File: src/rtl/streamer_pkg.sv
// Shared types and constants for axis_buf_streamer and its skid FIFO.
package streamer_pkg;

   typedef enum logic [1:0] {
      S_IDLE,
      S_STREAM,
      S_DRAIN,
      S_WAIT_DONE
   } state_e;

   localparam int FIFO_DEPTH = 2;
   localparam int OCC_W      = $clog2(FIFO_DEPTH + 1);

endpackage

File: src/rtl/streamer_skid_fifo.sv
// Two-entry FIFO holding prefetched beats (data plus last flag) ahead of the
// AXI-Stream handshake. The owner never pushes when full or pops when empty.
module streamer_skid_fifo
   import streamer_pkg::*;
#(
   parameter int W = 33
) (
   input  logic             clk,
   input  logic             rst,
   input  logic             push_i,
   input  logic [W-1:0]     data_i,
   input  logic             pop_i,
   output logic [W-1:0]     data_o,
   output logic [OCC_W-1:0] occ_o,
   output logic             valid_o
);

   // Pointers are one bit wide because the depth is fixed at two.
   logic [W-1:0]     mem_q [FIFO_DEPTH];
   logic             wr_ptr_q;
   logic             rd_ptr_q;
   logic [OCC_W-1:0] occ_q;

   always_ff @(posedge clk or posedge rst) begin
      if (rst) begin
         // NOTE: storage is reset as well so tdata reads 0 out of reset.
         for (int i = 0; i < FIFO_DEPTH; i++) begin
            mem_q[i] <= '0;
         end
         wr_ptr_q <= 1'b0;
         rd_ptr_q <= 1'b0;
         occ_q    <= '0;
      end else begin
         // NOTE: non-blocking so every register samples pre-edge values.
         if (push_i) begin
            mem_q[wr_ptr_q] <= data_i;
            wr_ptr_q        <= ~wr_ptr_q;
         end
         if (pop_i) begin
            rd_ptr_q <= ~rd_ptr_q;
         end
         occ_q <= occ_q + OCC_W'(push_i) - OCC_W'(pop_i);
      end
   end

   assign data_o  = mem_q[rd_ptr_q];
   assign occ_o   = occ_q;
   assign valid_o = (occ_q != '0);

endmodule

File: src/rtl/axis_buf_streamer.sv
// BRAM-to-AXI-Stream frame feeder with prefetch, tlast and optional wait-for-done.
// Define STREAMER_STALL_CNT_EN to add the stall_cnt output.
module axis_buf_streamer
   import streamer_pkg::*;
#(
   parameter int DATA_W    = 32,
   parameter int ADDR_W    = 10,
   parameter int WAIT_DONE = 1,
   parameter int CNT_W     = 16
) (
   input  logic              clk,
   input  logic              rst,
   input  logic              en,
   input  logic              start,
   input  logic [ADDR_W-1:0] base_addr,
   input  logic [ADDR_W:0]   frame_len,
   output logic              mem_en,
   output logic [ADDR_W-1:0] mem_addr,
   input  logic [DATA_W-1:0] mem_rdata,
   output logic [DATA_W-1:0] m_axis_tdata,
   output logic              m_axis_tvalid,
   input  logic              m_axis_tready,
   output logic              m_axis_tlast,
   input  logic              acc_done,
   output logic              busy,
   output logic              frame_done,
   output logic [CNT_W-1:0]  frame_cnt
`ifdef STREAMER_STALL_CNT_EN
   ,
   output logic [31:0]       stall_cnt
`endif
);

   localparam int LEN_W = ADDR_W + 1;
   localparam int LVL_W = OCC_W + 1;

   state_e            state_q, state_d;
   logic [ADDR_W-1:0] base_q, base_d;
   logic [LEN_W-1:0]  len_q, len_d;
   logic [LEN_W-1:0]  rd_idx_q, rd_idx_d;
   logic              inflight_q;
   logic              inflight_last_q;
   logic              frame_done_q, frame_done_d;
   logic [CNT_W-1:0]  frame_cnt_q, frame_cnt_d;

   logic [DATA_W:0]   head;
   logic [OCC_W-1:0]  occ;
   logic              fifo_valid;
   logic              pop;
   logic              rd_en;
   logic              rd_is_last;
   logic              start_acc;
   logic [LVL_W-1:0]  level;

   // level is the FIFO occupancy after this edge, counting the read in flight.
   always_comb begin
      pop        = fifo_valid && m_axis_tready;
      level      = {1'b0, occ} + LVL_W'(inflight_q) - LVL_W'(pop);
      rd_is_last = (rd_idx_q == len_q - LEN_W'(1));
      rd_en      = en && (state_q == S_STREAM) && (rd_idx_q < len_q)
                   && (level < LVL_W'(FIFO_DEPTH));
      start_acc  = en && start && (state_q == S_IDLE);
   end

   always_comb begin
      // NOTE: defaults first so every path assigns every output (no latches).
      state_d      = state_q;
      base_d       = base_q;
      len_d        = len_q;
      rd_idx_d     = rd_idx_q;
      frame_done_d = 1'b0;
      frame_cnt_d  = frame_cnt_q;
      if (rd_en) begin
         rd_idx_d = rd_idx_q + LEN_W'(1);
      end
      case (state_q)
         S_IDLE: begin
            if (start_acc) begin
               if (frame_len != '0) begin
                  state_d  = S_STREAM;
                  base_d   = base_addr;
                  len_d    = frame_len;
                  rd_idx_d = '0;
               end else begin
                  frame_done_d = 1'b1;
               end
            end
         end
         S_STREAM: begin
            if (rd_en && rd_is_last) begin
               state_d = S_DRAIN;
            end
         end
         S_DRAIN: begin
            // Completion follows the tlast handshake even while en is low.
            if (pop && head[DATA_W]) begin
               if (WAIT_DONE != 0) begin
                  state_d = S_WAIT_DONE;
               end else begin
                  state_d      = S_IDLE;
                  frame_done_d = 1'b1;
                  frame_cnt_d  = frame_cnt_q + CNT_W'(1);
               end
            end
         end
         S_WAIT_DONE: begin
            if (acc_done) begin
               state_d      = S_IDLE;
               frame_done_d = 1'b1;
               frame_cnt_d  = frame_cnt_q + CNT_W'(1);
            end
         end
         default: state_d = S_IDLE;
      endcase
   end

   always_ff @(posedge clk or posedge rst) begin
      if (rst) begin
         state_q         <= S_IDLE;
         base_q          <= '0;
         len_q           <= '0;
         rd_idx_q        <= '0;
         inflight_q      <= 1'b0;
         inflight_last_q <= 1'b0;
         frame_done_q    <= 1'b0;
         frame_cnt_q     <= '0;
      end else begin
         state_q      <= state_d;
         base_q       <= base_d;
         len_q        <= len_d;
         rd_idx_q     <= rd_idx_d;
         inflight_q   <= rd_en;
         frame_done_q <= frame_done_d;
         frame_cnt_q  <= frame_cnt_d;
         if (rd_en) begin
            inflight_last_q <= rd_is_last;
         end
      end
   end

   // The word read last cycle is always captured, whatever en does now.
   streamer_skid_fifo #(
      .W (DATA_W + 1)
   ) u_skid (
      .clk     (clk),
      .rst     (rst),
      .push_i  (inflight_q),
      .data_i  ({inflight_last_q, mem_rdata}),
      .pop_i   (pop),
      .data_o  (head),
      .occ_o   (occ),
      .valid_o (fifo_valid)
   );

   assign mem_en        = rd_en;
   assign mem_addr      = base_q + rd_idx_q[ADDR_W-1:0];
   assign m_axis_tvalid = fifo_valid;
   assign m_axis_tdata  = head[DATA_W-1:0];
   assign m_axis_tlast  = head[DATA_W];
   assign busy          = (state_q != S_IDLE);
   assign frame_done    = frame_done_q;
   assign frame_cnt     = frame_cnt_q;

`ifdef STREAMER_STALL_CNT_EN
   logic [31:0] stall_q;

   always_ff @(posedge clk or posedge rst) begin
      if (rst) begin
         stall_q <= '0;
      end else if (start_acc) begin
         stall_q <= '0;
      end else if (fifo_valid && !m_axis_tready && (stall_q != '1)) begin
         stall_q <= stall_q + 32'd1;
      end
   end

   assign stall_cnt = stall_q;
`endif

endmodule

File: config.mk
export PLATFORM = sky130hd
export DESIGN_NAME = axis_buf_streamer
export DESIGN_NICKNAME = d
export VERILOG_FILES = /design/src/rtl/streamer_pkg.sv /design/src/rtl/streamer_skid_fifo.sv /design/src/rtl/axis_buf_streamer.sv
export SDC_FILE = /design/constraint.sdc
export NUM_CORES = 1
export LEC_CHECK = 0
export ABC_AREA = 0
export CAP_MARGIN = 20
export CORE_ASPECT_RATIO = 0.6
export CORE_UTILIZATION = 35
export CTS_CLUSTER_DIAMETER = 30
export DETAILED_ROUTE_END_ITERATION = 12
export GPL_TIMING_DRIVEN = 0
export PLACE_DENSITY = 0.58
export SLEW_MARGIN = 20
export SYNTH_ARGS = -nofsm -noshare
export SYNTH_HDL_FRONTEND = slang
export SYNTH_SLANG_ARGS = --single-unit
File: constraint.sdc
create_clock -name clk -period 11.6 [get_ports clk]
set_input_delay 1.74 -clock clk [delete_from_list [all_inputs] [get_ports clk]]
set_output_delay 1.74 -clock clk [all_outputs]
set_load 0.01 [all_outputs]
==> flow_summary.toml <==
[setup_path]
regToRegSetupSlack_ps = 7970
r2r_start = "u_skid.occ_o[1]"
rr_worst_depth = 12
required_ps = 9860
worstPathMaxFanout = 11
crit_type = "primary input to primary output"
critPathLaunchType = "primary input"
crit_arrival_ps = 5130
r2r-end = "state_q[1]"
end_kind = "primary output"

[worst_hold_path]
whs_path_depth = 1
whs_endpoint = "frame_cnt[15]"
hold_path_startpoint = "frame_cnt[15]"
hp-class = "register to register"

[grt]
antenna_found_initial = 0
grt_usage = 0.174
grt_pass1_vias = 4670
grt_max_degree = 71
overflow = 0
grt_pass1_wl_mm = 24.9

[place]
dpl.hpwl_mm = 11.2
port_buffers = 121
place_congestion = 0.847
place_area_mm2 = 0.00781
dpl_worst_slack_ps = 4740

[power_and_ir_drop]
ir_drop_mv = 0.0995
p_per_area_mw_per_mm2 = 267
leakagePower_nw = 3.65

[job]
maxCapViolations = 0

[clock_tree]
ctsResizeCount = 0
clkTransAtPathRegs_ps = 50
post-cts-setup-buffer-count = 0
cts_buffer_depth = 2
cts_root_buf = "clkbuf_16"
cts_buffers = 17
cts_hold_buf = 0
clock-sinks = 123
h-tree-depth = 4
clock_latency_ps = 410
cts_tree = "yes"

[sta]
whs_ps = 478
setup_violations = 0
fin_crit_sh = 0.592
finalWorstSetupSlack_ps = 4730
setup_tns_ps = 0
slew_headroom = 0.497
hold_viol = 0
fmax_mhz = 146
min_period_ps = 6870
clock_skew_ps = 11.6
tightestPinTransition_ps = 751
slew_violations = 0
rsz0062_at_grt = "no"

[floorplan]
start_util = 0.362
die_w_um = 175
dieArea_mm2 = 0.0185
io_pins = 122
die_y_um = 106
core-area_mm2 = 0.0173
rows = 37

[logic_synthesis]
yosysWarnings = 0
yosysMostFrequentCell = "dfrtp_1"
synth_top_area_frac = 0.491
synth.cell_area_mm2 = 0.00627
async_flop_share = 1.00
synth_common_cells = "dfrtp_1, mux2_2, nand2_1"
syn_nets = 621
ys_ff_latch = 123
synth_largest_area_cell = "dfrtp_1"
yosys-top-cells-area = "dfrtp_1, mux2_2, ha_1"
synth_cell_types = 45
synthFlopType = "dfrtp_1"
ys_seq_area_frac = 0.491
netlist_instances = 530
synth_area_per_cell_um2 = 11.8
synth_edf_count = 0

[routing]
ant_nets = 0
first_pass_iters = 5
routed_via_density = 4.89
drtIter0Drc = 220
vias = 4485
drc = 0
wl_mm = 15.1
post_drt_wl_per_cell_um = 16.4

[finish]
layout.nets = 762
syn_to_final_growth_pct = 34.2
fill_cells = 1581
drive_gt1_frac = 0.218
design_area_mm2 = 0.00841
antenna_cells = 0

[run_status]
outcome = "finished clean"
## per-layer routing
layer | wire length, µm | global-route usage | vias to the layer above
met5 | 0 | 0 | -
met2 | 6450 | 0.251 | 105
met1 | 7810 | 0.259 | 2223
li1 | - | - | 2149
met3 | 750 | 0.0397 | 8
met4 | 95 | 0.0447 | 0
## layout by cell type (no fill, tap or decap), types with 4 or more instances in the layout
| master | count |
|---|---|
| dfrtp_1 | 123 |
| clkdlybuf4s50_1 | 121 |
| mux2_2 | 108 |
| nand2_1 | 33 |
| ha_1 | 30 |
| inv_1 | 27 |
| xnor2_1 | 26 |
| nor2_1 | 24 |
| o21ai_0 | 22 |
| xor2_1 | 19 |
| clkbuf_16 | 17 |
| clkbuf_1 | 15 |
| nand4_1 | 11 |
| a21oi_1 | 10 |
| nand3_1 | 8 |
| and2_1 | 7 |
| nor4_1 | 7 |
| a21o_1 | 5 |
| nor3_1 | 4 |
| o21a_1 | 4 |
| nand2b_1 | 4 |
| a211oi_1 | 4 |
| nor2b_1 | 4 |
## kinds of logic (layout without fill, tap and decap cells)
kind of cell / after synthesis / count (layout) / synth area share
AOI/OAI and AO/OA: 56 / 56 / 0.0561
xor gates and xnor gates: 45 / 45 / 0.0629
adders and majority gates: 32 / 32 / 0.0663
buffers and inverters: 44 / 198 / 0.0265
DFF: 123 / 123 / 0.491
muxes: 110 / 110 / 0.198
and+or+nand+nor: 120 / 120 / 0.0992
## where the power goes
part / total (mW) / internal [mW] / switching (mW)
clock network: 0.541 / 0.339 / 0.202
registers: 0.725 / 0.605 / 0.121
logic: 0.975 / 0.561 / 0.414
## critical path, cell delays in order
cell	delay [ps]
clkdlybuf4s50_1	400
o21ai_0	130
inv_1	100
ha_1	280
inv_1	40
ha_1	180
fa_1	460
nor4bb_1	270
nand2_1	90
a221oi_2	490
buf_2	360
clkdlybuf4s50_1	580
## per-stage QoR
| stage | power, mW | utilization | instances |
|---|---|---|---|
| floorplan | 1.29 | - | 530 |
| global placement | 1.67 | 0.449 | 885 |
| detailed placement | 1.71 | 0.451 | 886 |
| CTS | 2.27 | 0.486 | 918 |
| global route | 2.39 | 0.486 | 918 |
| finish | 2.24 | 0.486 | 918 |
## how the worst max path moves through the flow
stage	startpoint	endpoint	cells past startpoint
4_1_cts	m_axis_tready	mem_en	12
3_5_place_dp	m_axis_tready	mem_en	12
5_1_grt	m_axis_tready	mem_en	12
3_3_place_gp	m_axis_tready	mem_en	12
2_1_floorplan	m_axis_tready	mem_en	10
6_report	m_axis_tready	mem_en	12
## flip-flops by register name, indices dropped and copies added, names as in the netlist
signal	flops
u_skid.mem_q	66
frame_cnt	16
len_q	11
rd_idx_q	11
base_q	10
state_q	2
u_skid.occ_o	2
frame_done	1
inflight_last_q	1
inflight_q	1
u_skid.rd_ptr_q	1
u_skid.wr_ptr_q	1
## cell type report
type | count | area, µm² | area share
Inverter | 28 | 110 | 0.0131
Clock inverter | 14 | 171 | 0.0204
Buffer | 16 | 61.3 | 0.00729
Clock buffer | 18 | 429 | 0.0510
Sequential cell | 123 | 3080 | 0.366
Timing Repair Buffer | 122 | 1240 | 0.147
Multi-Input combinational cell | 363 | 3030 | 0.360
Tap cell | 234 | 293 | 0.0348
(Power assumes the default switching activity.)
